==> src/rtl/core_supervisor.sv <==
// core_supervisor: host-side launch/watchdog/reset sequencer for the matrix-multiply control unit.
// Drives the control unit's 2-bit status launch code, measures run length, enforces a
// watchdog limit and pulses core_rst ahead of every run so each launch starts clean.
module core_supervisor #(
    parameter logic [23:0] TIMEOUT    = 24'd1_000_000,
    parameter int unsigned RST_CYCLES = 4
) (
    input  logic        clk,
    input  logic        rst,
    input  logic        host_start,
    input  logic        host_abort,
    input  logic        host_ack,
    input  logic        end_process,
    output logic [1:0]  status,
    output logic        core_rst,
    output logic        busy,
    output logic        done,
    output logic        timeout_err,
    output logic        abort_err,
    output logic [23:0] cycle_count
);

    localparam int unsigned CNT_W = 24;
    localparam int unsigned RST_W = (RST_CYCLES > 1) ? $clog2(RST_CYCLES) : 1;

    localparam logic [RST_W-1:0] RST_LOAD     = RST_W'(RST_CYCLES - 1);
    localparam logic [CNT_W-1:0] CNT_MAX      = '1;
    localparam logic [CNT_W-1:0] TIMEOUT_LAST = TIMEOUT - 24'd1;

    localparam logic [1:0] ST_IDLE  = 2'b00;
    localparam logic [1:0] ST_RUN   = 2'b01;
    localparam logic [1:0] ST_DONE  = 2'b10;
    localparam logic [1:0] ST_FAULT = 2'b11;

    typedef enum logic [2:0] {
        S_CRST  = 3'd0,
        S_IDLE  = 3'd1,
        S_RUN   = 3'd2,
        S_DONE  = 3'd3,
        S_FAULT = 3'd4
    } state_t;

    state_t             state_q;
    logic [RST_W-1:0]   rst_cnt_q;
    logic [RST_W-1:0]   rst_cnt_d;
    logic [CNT_W-1:0]   cycle_count_q;
    logic [CNT_W-1:0]   cycle_count_d;
    logic [1:0]         status_q;
    logic               core_rst_q;
    logic               busy_q;
    logic               done_q;
    logic               timeout_err_q;
    logic               abort_err_q;
    logic               timeout_hit;
    logic               rst_cnt_zero;

    // Datapath helpers: saturating run counter, reset-pulse countdown, watchdog compare.
    always_comb begin
        cycle_count_d = cycle_count_q;
        if (cycle_count_q != CNT_MAX) begin
            cycle_count_d = cycle_count_q + 24'd1;
        end
        rst_cnt_zero = (rst_cnt_q == '0);
        rst_cnt_d    = rst_cnt_q;
        if (!rst_cnt_zero) begin
            rst_cnt_d = rst_cnt_q - RST_W'(1);
        end
        timeout_hit = (cycle_count_q == TIMEOUT_LAST);
    end

    // Supervisor FSM; every output is a register updated together with the state.
    always_ff @(posedge clk) begin
        if (rst) begin
            state_q       <= S_CRST;
            rst_cnt_q     <= RST_LOAD;
            cycle_count_q <= '0;
            status_q      <= ST_IDLE;
            core_rst_q    <= 1'b1;
            busy_q        <= 1'b0;
            done_q        <= 1'b0;
            timeout_err_q <= 1'b0;
            abort_err_q   <= 1'b0;
        end else begin
            case (state_q)
                S_CRST: begin
                    if (rst_cnt_zero) begin
                        state_q    <= S_IDLE;
                        core_rst_q <= 1'b0;
                    end else begin
                        rst_cnt_q  <= rst_cnt_d;
                    end
                end

                S_IDLE: begin
                    // A launch while end_process is still high means the core is stale.
                    if (host_start && !end_process) begin
                        state_q       <= S_RUN;
                        status_q      <= ST_RUN;
                        busy_q        <= 1'b1;
                        cycle_count_q <= '0;
                        timeout_err_q <= 1'b0;
                        abort_err_q   <= 1'b0;
                    end
                end

                S_RUN: begin
                    if (end_process) begin
                        state_q  <= S_DONE;
                        status_q <= ST_DONE;
                        busy_q   <= 1'b0;
                        done_q   <= 1'b1;
                    end else if (host_abort) begin
                        state_q     <= S_FAULT;
                        status_q    <= ST_FAULT;
                        busy_q      <= 1'b0;
                        abort_err_q <= 1'b1;
                    end else if (timeout_hit) begin
                        state_q       <= S_FAULT;
                        status_q      <= ST_FAULT;
                        busy_q        <= 1'b0;
                        timeout_err_q <= 1'b1;
                    end else begin
                        cycle_count_q <= cycle_count_d;
                    end
                end

                S_DONE: begin
                    if (host_ack) begin
                        state_q    <= S_CRST;
                        rst_cnt_q  <= RST_LOAD;
                        status_q   <= ST_IDLE;
                        core_rst_q <= 1'b1;
                        done_q     <= 1'b0;
                    end
                end

                S_FAULT: begin
                    // Error flags survive the ack so the host can still read the cause.
                    if (host_ack) begin
                        state_q    <= S_CRST;
                        rst_cnt_q  <= RST_LOAD;
                        status_q   <= ST_IDLE;
                        core_rst_q <= 1'b1;
                    end
                end

                default: begin
                    state_q    <= S_CRST;
                    rst_cnt_q  <= RST_LOAD;
                    status_q   <= ST_IDLE;
                    core_rst_q <= 1'b1;
                    busy_q     <= 1'b0;
                    done_q     <= 1'b0;
                end
            endcase
        end
    end

    assign status      = status_q;
    assign core_rst    = core_rst_q;
    assign busy        = busy_q;
    assign done        = done_q;
    assign timeout_err = timeout_err_q;
    assign abort_err   = abort_err_q;
    assign cycle_count = cycle_count_q;

endmodule
==> config.mk <==
export PLATFORM = sky130hd
export DESIGN_NAME = core_supervisor
export DESIGN_NICKNAME = d
export VERILOG_FILES = /design/src/rtl/core_supervisor.sv
export SDC_FILE = /design/constraint.sdc
export NUM_CORES = 1
export LEC_CHECK = 0
export ABC_AREA = 1
export CAP_MARGIN = 10
export CORE_MARGIN = 8
export CORE_UTILIZATION = 49
export DETAILED_ROUTE_END_ITERATION = 7
export PLACE_DENSITY = 0.83
export SYNTH_ARGS = -nofsm -noshare
export SYNTH_HDL_FRONTEND = slang
export SYNTH_SLANG_ARGS = --single-unit
==> constraint.sdc <==
create_clock -name clk -period 1.65 [get_ports clk]
set_input_delay 0.4125 -clock clk [delete_from_list [all_inputs] [get_ports clk]]
set_output_delay 0.4125 -clock clk [all_outputs]
set_load 0.02 [all_outputs]
# == Word level (Yosys, flattened, before mapping) ==
# Index checks and enable logic that the tools add are counted.
# classes
add_sub_neg,2
n_eq_ne,19
muxes,41
n_bitwise,4
n_reduce_logical,18
# op_table
op,count
$mux 24,5
$pmux 24 s2,1
$add 24x1->24 const B,1
$eq 24x20->1 const B,1
$ne 24x24->1 const B,1
$ne 2x2->1 const B,11
$mux 3,6
$mux 1,14
$mux 2,7
$pmux 3 s4,1
$reduce_and 3->1,4
$reduce_and 4->1,3
$pmux 1 s3,3
$pmux 2 s4,1
$eq 3x2->1 const B,2
$pmux 2 s3,1
$reduce_and 6->1,1
$reduce_or 3->1,2
$reduce_and 5->1,1
$ne 4x4->1 const B,1
$not 1->1,4
$pmux 1 s2,2
$reduce_or 2->1,2
$eq 3x1->1 const B,1
8 further kinds,8
# word_totals
register_bits,36
input_bits,6
out_inout_bits,31
word_cells,93

# == Depth between registers and ports, before layout ==
# logic_depth
ltp_word,6
mapped_depth,12
depth_no_buf,12

# == Least setup slack after synthesis ==
# OpenSTA, ideal clock, no wires.
# synth_timing
path_type,flip-flop to flip-flop
start,"register cycle_count_q[0], in the netlist cycle_count[0]"
end,"register cycle_count_q[12], in the netlist cycle_count[12]"
setup_time_ns,0.136
t_arrival_ns,1.752
t_required_ns,1.514
path_slack_ns,-0.238
stages_incl_launch_ff,12
n_path_buf,1
synth_period_minus_slack_ns,1.888
path_cell_list,dfxtp_1 > ha_1 > nand2_2 > nor2_4 > nand2_4 > nor2_4 > nand2_1 > nand2_2 > nand2_4 > buf_2 > nand3_1 > a21oi_2
# synth_via
elab_chain_cells,6
word_cells_on_any_way,11
cone_classes,add/sub (1); eq/ne (4); mux (5); reduce/logical (1)
# synth_rtl
item,line,source
from (decl),46,logic [CNT_W-1:0] cycle_count_q;
from (signal assigned),123,cycle_count_q <= cycle_count_d;
$add 24x1->24,61,cycle_count_d = cycle_count_q + 24'd1;
$mux 24,60,if (cycle_count_q != CNT_MAX) begin
$mux 24,117,end else if (timeout_hit) begin
$mux 24,112,end else if (host_abort) begin
$mux 24,107,if (end_process) begin
$pmux 24 s2,84,case (state_q)
# Several ways; a longest one is shown, not always the timed one. The select of a mux whose other input is x is not followed.
# A chain may end at the register's enable or synchronous reset.

# == Worst setup path after layout ==
# layout_timing
start,"register cycle_count_q[10], in the netlist cycle_count[10]"
end,"register cycle_count_q[7], in the netlist cycle_count[7]"
# layout_via
elab_chain_cells,3
word_cells_on_any_way,5
cone_classes,eq/ne (4); reduce/logical (1)
# layout_rtl
item,line
$ne 24x24->1 or $eq 24x20->1 (tied branches),"60, 68"
$ne 2x2->1 (no line),--
$reduce_and 6->1 (no line) (*),--
# Mark *: on every way between the ends. The rest lies on a longest branch, timed or not.

==> impl_metrics.json <==
{
  "synth_area_mm2": 0.00248,
  "worstPathArrival_ps": 1940,
  "grt_max_degree": 21,
  "crit_required_ps": 1870,
  "hold_ws_ps": 470,
  "wirelength_mm": 8.53,
  "outcome": "finished with violations",
  "finalCriticalPeriod_ps": 1720,
  "use_met1_pct": 24.5,
  "cts.sinks": 36,
  "crit_slowest_cell": "dfxtp_1",
  "synthesis.nets": 423,
  "gr-total-overflow": 0,
  "clock_latency_ps": 300,
  "setup_viol": 15,
  "place_ws_ps": -224,
  "viasPerCell": 5.58,
  "h-tree-depth": 2,
  "fp.dieW_um": 87.1,
  "ioPinCount": 37,
  "multi_input_area_mm2": 0.00164,
  "grt_use_met2_pct": 38.6,
  "fin_ws_ps": -73.9,
  "cts_buffer_depth": 2,
  "wire_per_inst_um": 14.7,
  "grt.total_usage_pct": 21.8,
  "cp-end-kind": "register",
  "core-area_mm2": 0.00498,
  "nNetsFinal": 515,
  "layout-drive-gt1-share_pct": 26.2,
  "p_per_area_mw_per_mm2": 1400,
  "hold_viol": 0,
  "worst_path_most_repeated_cell": "nand2_1",
  "failed_checks": "setup timing",
  "tns_ps": -359,
  "die_y_um": 87.1,
  "crit_path_cell_trace": "nand2_1, nor2_1, nand2_1, nor2_4, nand2_2, nand2_2, nand2_4, nand2_4, buf_12, nand2_1, a21oi_2",
  "cts_buffers": 5,
  "maxSlewViolCount": 0,
  "grt_pass1_wl_mm": 13.2,
  "cpPeakStageDelay_ps": 400,
  "fill_cells": 409,
  "yosys_warnings": 0,
  "synth-seq-cells": 36,
  "power_leakage_nw": 1.58,
  "critPathLaunchType": "register",
  "clk_pin_slew_ps": 80,
  "rows": 26,
  "cts_tree": "built",
  "yosysSeqAreaShare_pct": 29.1,
  "crit_type": "register to register",
  "diodes": 0,
  "drc_errors": 0,
  "numPortBuffers": 36,
  "postRouteAntennaNets": 0,
  "max_freq_ghz": 0.580,
  "place_congestion": 0.941,
  "grt_pass1_vias": 2913,
  "vias": 3223,
  "drv_cap": 0,
  "die-area_mm2": 0.00758,
  "antenna_found_initial": 0,
  "min_path_type": "register to register",
  "relSlewSlack_pct": 79.7,
  "rsz0062_at_grt": "true",
  "critPathMaxFanout": 9,
  "final-seq-area_um2": 747,
  "skew_ps": 11.1,
  "grt_util_met3_pct": 3.68,
  "ys_types": 31,
  "drtIter0Drc": 355,
  "finalInstanceArea_mm2": 0.00353,
  "finalCritPeriodShare_pct": 104,
  "place_area_mm2": 0.00334,
  "post-dp-hpwl_mm": 6.07,
  "dr.pass1.iters": 5,
  "worstMarginPinSlew_ps": 305,
  "synthCells": 415,
  "cts-root-buf": "clkbuf_8",
  "syn2layout_area_growth_pct": 42.6,
  "synth.avg_cell_area_um2": 5.97,
  "start_util_pct": 49.7,
  "vdd_ir_drop_max_mv": 1.04,
  "grt-busiest-layer": "met2"
}
-- cells in the mapped netlist (all sizes together) --
| library cell | count | area (µm²) |
|---|---|---|
| nand2 | 135 | 544 |
| nor2 | 86 | 350 |
| nand3 | 49 | 250 |
| dfxtp | 36 | 721 |
| inv | 36 | 135 |
| a21oi | 23 | 153 |
| nand4 | 11 | 68.8 |
| o21ai | 8 | 40.0 |
| buf | 6 | 45.0 |
| clkbuf | 5 | 18.8 |
| nor3 | 3 | 15.0 |
| o211ai | 3 | 22.5 |
| o21bai | 3 | 22.5 |
| ha | 2 | 25.0 |
| xor2 | 2 | 17.5 |
| a211oi | 1 | 7.51 |
| and2 | 1 | 6.26 |
| clkinv | 1 | 3.75 |
| nor3b | 1 | 7.51 |
| o31ai | 1 | 7.51 |
| or2 | 1 | 6.26 |
| xnor2 | 1 | 8.76 |
-- critical path, delay by kind of cell (launching register included) --
family,cells,cell delay (ps)
AND/OR/NAND/NOR,9,960
flip-flops,1,400
AO/OA/AOI/OAI,1,170
buffers and inverters,1,130
-- per-stage QoR --
step | power [mW] | util, % | cells
after floorplan | 3.01 | - | 415
after global placement | 4.01 | 67.0 | 567
after detailed placement | 4.10 | 67.0 | 567
after CTS | 4.78 | 68.9 | 576
final | 4.93 | 70.9 | 578
after global routing | 5.28 | 70.9 | 578
-- power breakdown --
group / switching, mW / internal [mW] / total [mW]
registers: 0.220 / 1.11 / 1.33
logic: 1.71 / 1.12 / 2.83
clock network: 0.329 / 0.440 / 0.769
total: 2.26 / 2.67 / 4.93
-- logic make-up (layout without fill, tap and decap cells) --
logic type	Yosys count	after routing	share of synthesized area [%]
buf+inv	48	141	8.19
compound gates	39	39	10.2
simple gates	287	287	50.4
flops	36	36	29.1
fa+ha+maj	2	2	1.01
xor+xnor	3	3	1.06
-- final cells by class --
type                            instances  share of cell area (%)
Tap cell                               70                    2.48
Clock inverter                          3                    1.06
Sequential cell                        36                    21.2
Inverter                               37                    3.93
Timing Repair Buffer                   96                    23.1
Clock buffer                            5                    1.95
Multi-Input combinational cell        331                    46.3
-- cell usage in the layout (no fill, tap or decap), drive strengths merged --
master and n:
or2 1, bufinv 1, buf 60, ha 2
and2 1, a211oi 1, nand2 135, dlygate4sd2 29
o211ai 3, clkbuf 5, dfxtp 36, o21bai 3
nor2 86, xor2 2, nor3 3, a21oi 23
clkdlybuf4s50 5, clkinv 3, o21ai 8, nand3 49
inv 36, dlymetal6s2s 2, o31ai 1, xnor2 1
nand4 11, nor3b 1
-- state kept, by name, indices dropped and copies added (netlist names) --
register     count
abort_err        1
busy             1
core_rst         1
cycle_count     24
done             1
rst_cnt_q        2
state_q          3
status           2
timeout_err      1
-- metal layers --
layer,vias up,wire (µm)
met5,-,0
met4,0,397
met3,51,635
met2,189,4230
met1,1462,3270
li1,1521,-
-- repair_timing --
item / CTS / global route
hold buffers: 0 / 0
pin swaps: 6 / 3
gates resized for setup: 36 / 31
setup endpoints to repair: 40 / 36
buffers inserted: 1 / 2
-- final timing paths --
check	slack [ps]	start	to	cells past startpoint
max	-70	cycle_count[10]	cycle_count[7]	11
min	470	status[1]	status[1]	2
max reg2reg	-70	cycle_count[10]	cycle_count[7]	11
min reg2reg	470	status[1]	status[1]	2
Power figures use the tool's default switching activity.
